==> src/rtl/unidad_logico_aritmetica_multiciclo.sv <==
// Registered multicycle ALU: fourteen single-cycle operations complete at the
// acceptance edge; unsigned MUL (shift-add) and DIV (restoring) iterate one bit
// per clock behind a start/done handshake, with listo stalling the pipeline.
module unidad_logico_aritmetica_multiciclo #(
    parameter int N          = 8,
    parameter int CICLOS_BIT = 1
) (
    input  logic         clk,
    input  logic         rst,
    input  logic         start,
    input  logic [N-1:0] numero1,
    input  logic [N-1:0] numero2,
    input  logic [3:0]   ALUControl,
    output logic         listo,
    output logic         done,
    output logic [N-1:0] resultado,
    output logic [N-1:0] resultado_alto,
    output logic         flagNegativo,
    output logic         flagCero,
    output logic         flagOverflow,
    output logic         flagCarry
);

    localparam int PASOS = N / CICLOS_BIT;
    localparam int CW    = $clog2(PASOS);

    typedef enum logic [1:0] {IDLE, CALC, FIN} tipoEstado;

    tipoEstado      estado, estadoSig;
    logic [CW-1:0]  contador;
    logic           esDivision;
    logic [N-1:0]   hiReg, loReg, mReg;

    logic           acepta, esIterativa;
    logic [N:0]     sumaExt, restaExt;
    logic [N-1:0]   aluRes;
    logic           aluC, aluV;
    logic [N:0]     sumaMul, desplDiv;
    logic           cabe;
    logic [N-1:0]   iterHi, iterLo;

    // Handshake: a start is taken whenever the unit is not mid-iteration.
    assign acepta      = start && (estado != CALC);
    assign esIterativa = (ALUControl[3:1] == 3'b111);

    // State register.
    always_ff @(posedge clk or posedge rst) begin
        // NOTE: clocked state uses non-blocking assignments so every register samples pre-edge values.
        if (rst) estado <= IDLE;
        else     estado <= estadoSig;
    end

    // Next-state logic and handshake outputs.
    always_comb begin
        // NOTE: every combinational output gets a default first so no path can infer a latch.
        estadoSig = estado;
        listo     = 1'b1;
        done      = 1'b0;
        case (estado)
            IDLE: if (acepta) estadoSig = esIterativa ? CALC : FIN;
            CALC: begin
                listo = 1'b0;
                if (contador == '0) estadoSig = FIN;
            end
            FIN: begin
                done      = 1'b1;
                estadoSig = acepta ? (esIterativa ? CALC : FIN) : IDLE;
            end
            default: estadoSig = IDLE;
        endcase
    end

    assign sumaExt  = {1'b0, numero1} + {1'b0, numero2};
    assign restaExt = {1'b0, numero1} - {1'b0, numero2};

    // Single-cycle operations, evaluated straight from the operand ports.
    always_comb begin
        aluRes = '0;
        aluC   = 1'b0;
        aluV   = 1'b0;
        case (ALUControl)
            4'b0000: aluRes = numero1 & numero2;
            4'b0001: aluRes = numero1 | numero2;
            4'b0010: aluRes = numero1 ^ numero2;
            4'b0011: aluRes = ~numero1;
            4'b0100: begin aluRes = {1'b0, numero1[N-1:1]};         aluC = numero1[0];   end
            4'b0101: begin aluRes = {numero1[N-2:0], 1'b0};         aluC = numero1[N-1]; end
            4'b0110: begin aluRes = {1'b0, numero2[N-1:1]};         aluC = numero2[0];   end
            4'b0111: begin aluRes = {numero2[N-2:0], 1'b0};         aluC = numero2[N-1]; end
            4'b1000: begin
                aluRes = sumaExt[N-1:0];
                aluC   = sumaExt[N];
                aluV   = (numero1[N-1] == numero2[N-1]) && (sumaExt[N-1] != numero1[N-1]);
            end
            4'b1001: begin
                aluRes = restaExt[N-1:0];
                aluC   = ~restaExt[N];
                aluV   = (numero1[N-1] != numero2[N-1]) && (restaExt[N-1] != numero1[N-1]);
            end
            4'b1010: begin aluRes = {numero1[N-1], numero1[N-1:1]}; aluC = numero1[0];   end
            4'b1011: begin aluRes = {numero1[N-2:0], 1'b0};         aluC = numero1[N-1]; end
            4'b1100: begin aluRes = {numero2[N-1], numero2[N-1:1]}; aluC = numero2[0];   end
            4'b1101: begin aluRes = {numero2[N-2:0], 1'b0};         aluC = numero2[N-1]; end
            default: ;
        endcase
    end

    // MUL adds the multiplicand when the low multiplier bit is set, then shifts
    // {hi, lo} right; DIV shifts the next dividend bit into the partial remainder
    // and subtracts when the divisor fits. A zero divisor always "fits", which
    // yields an all-ones quotient and leaves the dividend as remainder.
    assign sumaMul  = {1'b0, hiReg} + ({1'b0, mReg} & {(N+1){loReg[0]}});
    assign desplDiv = {hiReg, loReg[N-1]};
    assign cabe     = (desplDiv >= {1'b0, mReg});

    // One iteration step of the active MUL or DIV.
    always_comb begin
        if (esDivision) begin
            iterHi = cabe ? N'(desplDiv - {1'b0, mReg}) : desplDiv[N-1:0];
            iterLo = {loReg[N-2:0], cabe};
        end else begin
            iterHi = sumaMul[N:1];
            iterLo = {sumaMul[0], loReg[N-1:1]};
        end
    end

    // Operand capture, iteration and result/flag registers.
    always_ff @(posedge clk or posedge rst) begin
        if (rst) begin
            contador       <= '0;
            esDivision     <= 1'b0;
            hiReg          <= '0;
            loReg          <= '0;
            mReg           <= '0;
            resultado      <= '0;
            resultado_alto <= '0;
            flagNegativo   <= 1'b0;
            flagCero       <= 1'b0;
            flagOverflow   <= 1'b0;
            flagCarry      <= 1'b0;
        end else if (acepta) begin
            esDivision <= ALUControl[0];
            contador   <= CW'(PASOS - 1);
            if (esIterativa) begin
                hiReg <= '0;
                loReg <= ALUControl[0] ? numero1 : numero2;
                mReg  <= ALUControl[0] ? numero2 : numero1;
            end else begin
                resultado      <= aluRes;
                resultado_alto <= '0;
                flagNegativo   <= aluRes[N-1];
                flagCero       <= (aluRes == '0);
                flagOverflow   <= aluV;
                flagCarry      <= aluC;
            end
        end else if (estado == CALC) begin
            hiReg    <= iterHi;
            loReg    <= iterLo;
            contador <= contador - CW'(1);
            if (contador == '0) begin
                resultado      <= iterLo;
                resultado_alto <= iterHi;
                flagNegativo   <= iterLo[N-1];
                flagCero       <= (iterLo == '0);
                flagOverflow   <= esDivision && (mReg == '0);
                flagCarry      <= !esDivision && (iterHi != '0);
            end
        end
    end

endmodule

==> config.mk <==
export PLATFORM = sky130hd
export DESIGN_NAME = unidad_logico_aritmetica_multiciclo
export DESIGN_NICKNAME = d
export VERILOG_FILES = /design/src/rtl/unidad_logico_aritmetica_multiciclo.sv
export SDC_FILE = /design/constraint.sdc
export NUM_CORES = 1
export LEC_CHECK = 0
export ABC_AREA = 1
export CAP_MARGIN = 20
export CORE_UTILIZATION = 50
export CTS_CLUSTER_SIZE = 40
export DETAILED_ROUTE_END_ITERATION = 16
export PLACE_DENSITY = 0.7
export SYNTH_ARGS = -nofsm -noshare
export SYNTH_HDL_FRONTEND = slang
export SYNTH_SLANG_ARGS = --single-unit
==> constraint.sdc <==
create_clock -name clk -period 3.14 [get_ports clk]
set_input_delay 0.628 -clock clk [delete_from_list [all_inputs] [get_ports clk]]
set_output_delay 0.628 -clock clk [all_outputs]
set_load 0.02 [all_outputs]
**Word-level counts from Yosys, hierarchy flattened**

Cells that the tools add are included.

- Add/subtract/negate cells: 5
- $lt $le $gt $ge: 1
- Eq/ne operators: 25
- Mux-type cells: 47
- Bitwise gates (word level): 6
- Reductions and logical operators: 23

Operators by type and width:

| cell | number |
|---|---|
| two-way mux 8 bit | 19 |
| one-hot mux 8 bit (12 select lines) | 1 |
| == test 4 bit (second input constant) | 6 |
| zero test 8 bit | 3 |
| two-way mux 1 bit | 18 |
| == test 4 x 3 -> 1 bit (second input constant) | 4 |
| adder 8 x 8 -> 9 bit | 1 |
| adder 8 x 9 -> 9 bit | 1 |
| bitwise AND 8 x 9 -> 9 bit | 1 |
| >= comparator 9 x 8 -> 1 bit | 1 |
| subtractor 8 x 8 -> 9 bit | 1 |
| bitwise AND 8 bit | 1 |
| == test 4 x 2 -> 1 bit (second input constant) | 2 |
| two-way mux 2 bit | 4 |
| inverter 8 bit | 1 |
| OR 8 bit | 1 |
| nonzero test 8 bit | 1 |
| OR reduction 2 bit | 4 |
| subtractor 8 bit | 1 |
| XOR 8 bit | 1 |
| two-way mux 3 bit | 2 |
| inequality test 2 x 1 -> 1 bit (second input constant) | 3 |
| one-hot mux 1 bit (6 select lines) | 1 |
| one-hot mux 2 bit (3 select lines) | 1 |
| other kinds (18) | 28 |

- Register bits: 50
- Input bits: 23
- Output and inout port bits: 22
- Word-level logic and storage cells: 119

**Longest topological paths before layout**

- Depth in word-level cells: 8
- Mapped depth: 19
- Gate-level depth less buffers: 18

**Worst setup path after synthesis**

No wires, ideal clock.

- Path type: input -> register
- Start point: in numero2[2]
- End point: reg flagCero
- Setup time: 0.077 ns
- Arrival: 2.159 ns
- Required time: 3.063 ns
- Setup slack: 0.904 ns
- Cell stages on the path: 15
- Buffers on the path: 1
- Cells stage by stage: inv_1 > ha_1 > clkbuf_2 > inv_1 > nor3_1 > nand2_1 > nand3_1 > nand2_1 > nand2_1 > nor3_1 > nor2_1 > nand3_1 > nor2_1 > nand2_1 > a21oi_1

- Longest elaborated chain between the ends: 5
- Elaborated cells on any way between the ends: 9
- Classes of those cells: add/sub (2); mux (3); bitwise (3); reduce/logical (1)

Ends and longest elaborated chain:

| item | line | RTL |
|---|---|---|
| from (decl) | 12 | `input logic [N-1:0] numero2,` |
| subtractor 8 x 8 -> 9 bit (tied with other cells) | 74 | `assign restaExt = {1'b0, numero1} - {1'b0, numero2};` |
| one-hot mux 8 bit (12 select lines) (*) | 81 | `case (ALUControl)` |
| zero test 8 bit (*) | 152 | `flagCero <= (aluRes == '0);` |
| two-way mux 1 bit (*) | 144 | `if (esIterativa) begin` |
| two-way mux 1 bit (*) | 141 | `end else if (acepta) begin` |
| to (signal assigned) | 152 |  |
| to (signal assigned) | 164 | `flagCero <= (iterLo == '0);` |
| to (decl) | 19 | `output logic flagCero,` |

Every way passes the cells marked *; elsewhere a longest branch is shown, timed or not. The select of a mux whose other input is x is not followed.
A chain may end at the register's enable or synchronous reset.

**Final worst setup path**

- Start point: in numero2[4]
- End point: reg flagCero

Same word-level chain as after synthesis.

==> flow_metrics.env <==
export IMPL_status="complete, no violations"
export IMPL_synth_area_leaders="dfrtp_1 (25%), nand2_1 (15%), ha_1 (11%)"
export IMPL_grt_pass1_vias=4815
export IMPL_relSlewSlack_pct=59.5
export IMPL_crit_fanout=8
export IMPL_dp_cells=942
export IMPL_hpwl_um=12900
export IMPL_placed_area_mm2=0.00562
export IMPL_critPathKind="in -> reg"
export IMPL_peakVddDrop_v=0.000521
export IMPL_synthFlopType="dfrtp_1"
export IMPL_seq_area_frac_synth_pct=25.5
export IMPL_synth_seq_cells=49
export IMPL_leakage_nw=2.86
export IMPL_grt_overflow=0
export IMPL_ys_warn_count=0
export IMPL_min_delay_start="flagOverflow"
export IMPL_vias_per_cell=5.74
export IMPL_syn2layout_area_growth_pct=18.6
export IMPL_r2r_slack_ps=520
export IMPL_netlist_instances=751
export IMPL_synth_nets=820
export IMPL_worst_slew_pin_slew_ps=605
export IMPL_wire_per_inst_um=16.8
export IMPL_die_y_um=100
export IMPL_synth_edff_count=0
export IMPL_diodes=0
export IMPL_pre_cts_slack_ps=102
export IMPL_drive_above_1_share_pct=7.43
export IMPL_critPathCapture="flagCero"
export IMPL_fin_nets=889
export IMPL_instances_no_fill=950
export IMPL_fin_skew_ps=6.85
export IMPL_vias=5451
export IMPL_hold_viol=0
export IMPL_wl_um=16000
export IMPL_antenna_left=0
export IMPL_synthArstFlopShare_pct=100
export IMPL_setup_viol_count_final=0
export IMPL_avgSynthCellArea_um2=6.41
export IMPL_worst_slack_ps=378
export IMPL_drtIter0Drc=549
export IMPL_r2r_start="loReg[0]"
export IMPL_fmax_mhz=362
export IMPL_ctsResizeCount=0
export IMPL_fin_hold_ws_ps=487
export IMPL_antenna_found_initial=0
export IMPL_design_area_mm2=0.00571
export IMPL_die_area_mm2=0.0100
export IMPL_final_min_clock_period_ps=2760
export IMPL_final_cell_mix="nand2_1 (191), inv_1 (106), nor2_1 (75)"
export IMPL_root_buffer="clkbuf_8"
export IMPL_io_buffers=44
export IMPL_cp_startpoint="numero2[4]"
export IMPL_post_route_drc_count=0
export IMPL_finalMaxSlewViolations=0
export IMPL_crit_arrival_ps=3000
export IMPL_clock_path_buffers=2
export IMPL_start_kind="input pin"
export IMPL_rsz0062_at_grt="false"
export IMPL_grt_max_degree=21
export IMPL_insertion_delay_ps=310
export IMPL_clock_sinks=49
export IMPL_core_mm2=0.00928
export IMPL_cts_buffers=5
export IMPL_cp_end_kind="flip-flop"
export IMPL_layout_commonest_cell="nand2_1"
export IMPL_h_tree_depth=2
export IMPL_die_x_um=100
export IMPL_r2r_end="flagCarry"
export IMPL_yosysUniqueCellTypes=37
export IMPL_power_density_mw_per_mm2=663
export IMPL_gp_congestion=1.09
export IMPL_cts_setup_buffers=0
export IMPL_final_util_pct=61.5
export IMPL_grt_pass1_wl_um=25000
export IMPL_dr_pass1_iters=7
export IMPL_rows=35
export IMPL_period_share_pct=88.0
export IMPL_synth_top_area_cell="dfrtp_1"
export IMPL_p_total_mw=3.79
export IMPL_cts_tree="done"
export IMPL_hold_buffers=0
export IMPL_cts_clk_slew_worst_paths_ps=100
export IMPL_cp_data_required_time_ps=3380
export IMPL_synth_cell_area_mm2=0.00482
export IMPL_grt_usage_pct=32.4
export IMPL_hold_path_class="reg -> reg"
export IMPL_io_pin_count=45
export IMPL_tns_ps=0
export IMPL_start_util_pct=51.9
export IMPL_maxCapViolCount=0
export IMPL_reg2reg_depth=17
export IMPL_yosys_area_top_type_share_pct=25.5
-- routing by layer --
layer  track usage (%)  wire [um]
met5                 0          0
met4              5.69        259
met3              4.60       1610
met2              50.6       6920
met1              48.1       7190
-- area by class of cell --
type | count | area (um2)
well taps | 129 | 161
flip-flops and latches | 49 | 1230
repair buffers | 82 | 726
inverters | 109 | 409
clock buffers | 5 | 68.8
clock inverters | 3 | 26.3
multi-input cells | 573 | 3100
fillers | 911 | 3570
-- where the power goes --
part           switching [mW]  internal, mW
clock                   0.241         0.163
combinational            1.51         0.855
sequential              0.196         0.830
total                    1.94          1.85
-- cell families after synthesis --
group,after synthesis,share of synthesized area (%)
and+or+nand+nor,371,33.0
adders and majority gates,46,12.6
xor gates and xnor gates,6,1.09
AOI/OAI and AO/OA,150,17.6
DFF,49,25.5
buffers and inverters,129,10.3
-- how the worst min path moves through the flow --
| stage | slack, ps | endpoint | cells past startpoint |
|---|---|---|---|
| 3_3_place_gp | 470 | contador[2] | 1 |
| 6_report | 490 | flagOverflow | 2 |
| 3_5_place_dp | 470 | resultado_alto[3] | 2 |
| 5_1_grt | 520 | flagOverflow | 2 |
| 4_1_cts | 500 | resultado_alto[3] | 2 |
| 2_1_floorplan | 450 | contador[2] | 1 |
-- state kept, by name, indices dropped and copies added, names as in the netlist --
register	cells
resultado	8
loReg	8
resultado_alto	8
mReg	8
esDivision	1
estado	2
flagCarry	1
flagCero	1
contador	3
hiReg	8
flagOverflow	1
-- cell usage after synthesis (all sizes together) (11+ instances only) --
cell type	number
ha	42
nand2	192
a21oi	32
dfrtp	49
nor3	11
nand4	18
clkbuf	16
nand3	60
o21ai	69
nor2	80
a31oi	13
o22ai	16
o211ai	11
inv	109
-- worst max-delay path: stages --
cell,delay (ps)
clkdlybuf4s50_1,520
inv_1,130
ha_1,440
inv_1,90
a21oi_1,310
inv_1,70
a21oi_1,220
nand3_1,110
nand3_1,90
nand3_1,110
nor2_1,110
nand2_1,50
a21oi_1,120
(Power assumes the default switching activity.)
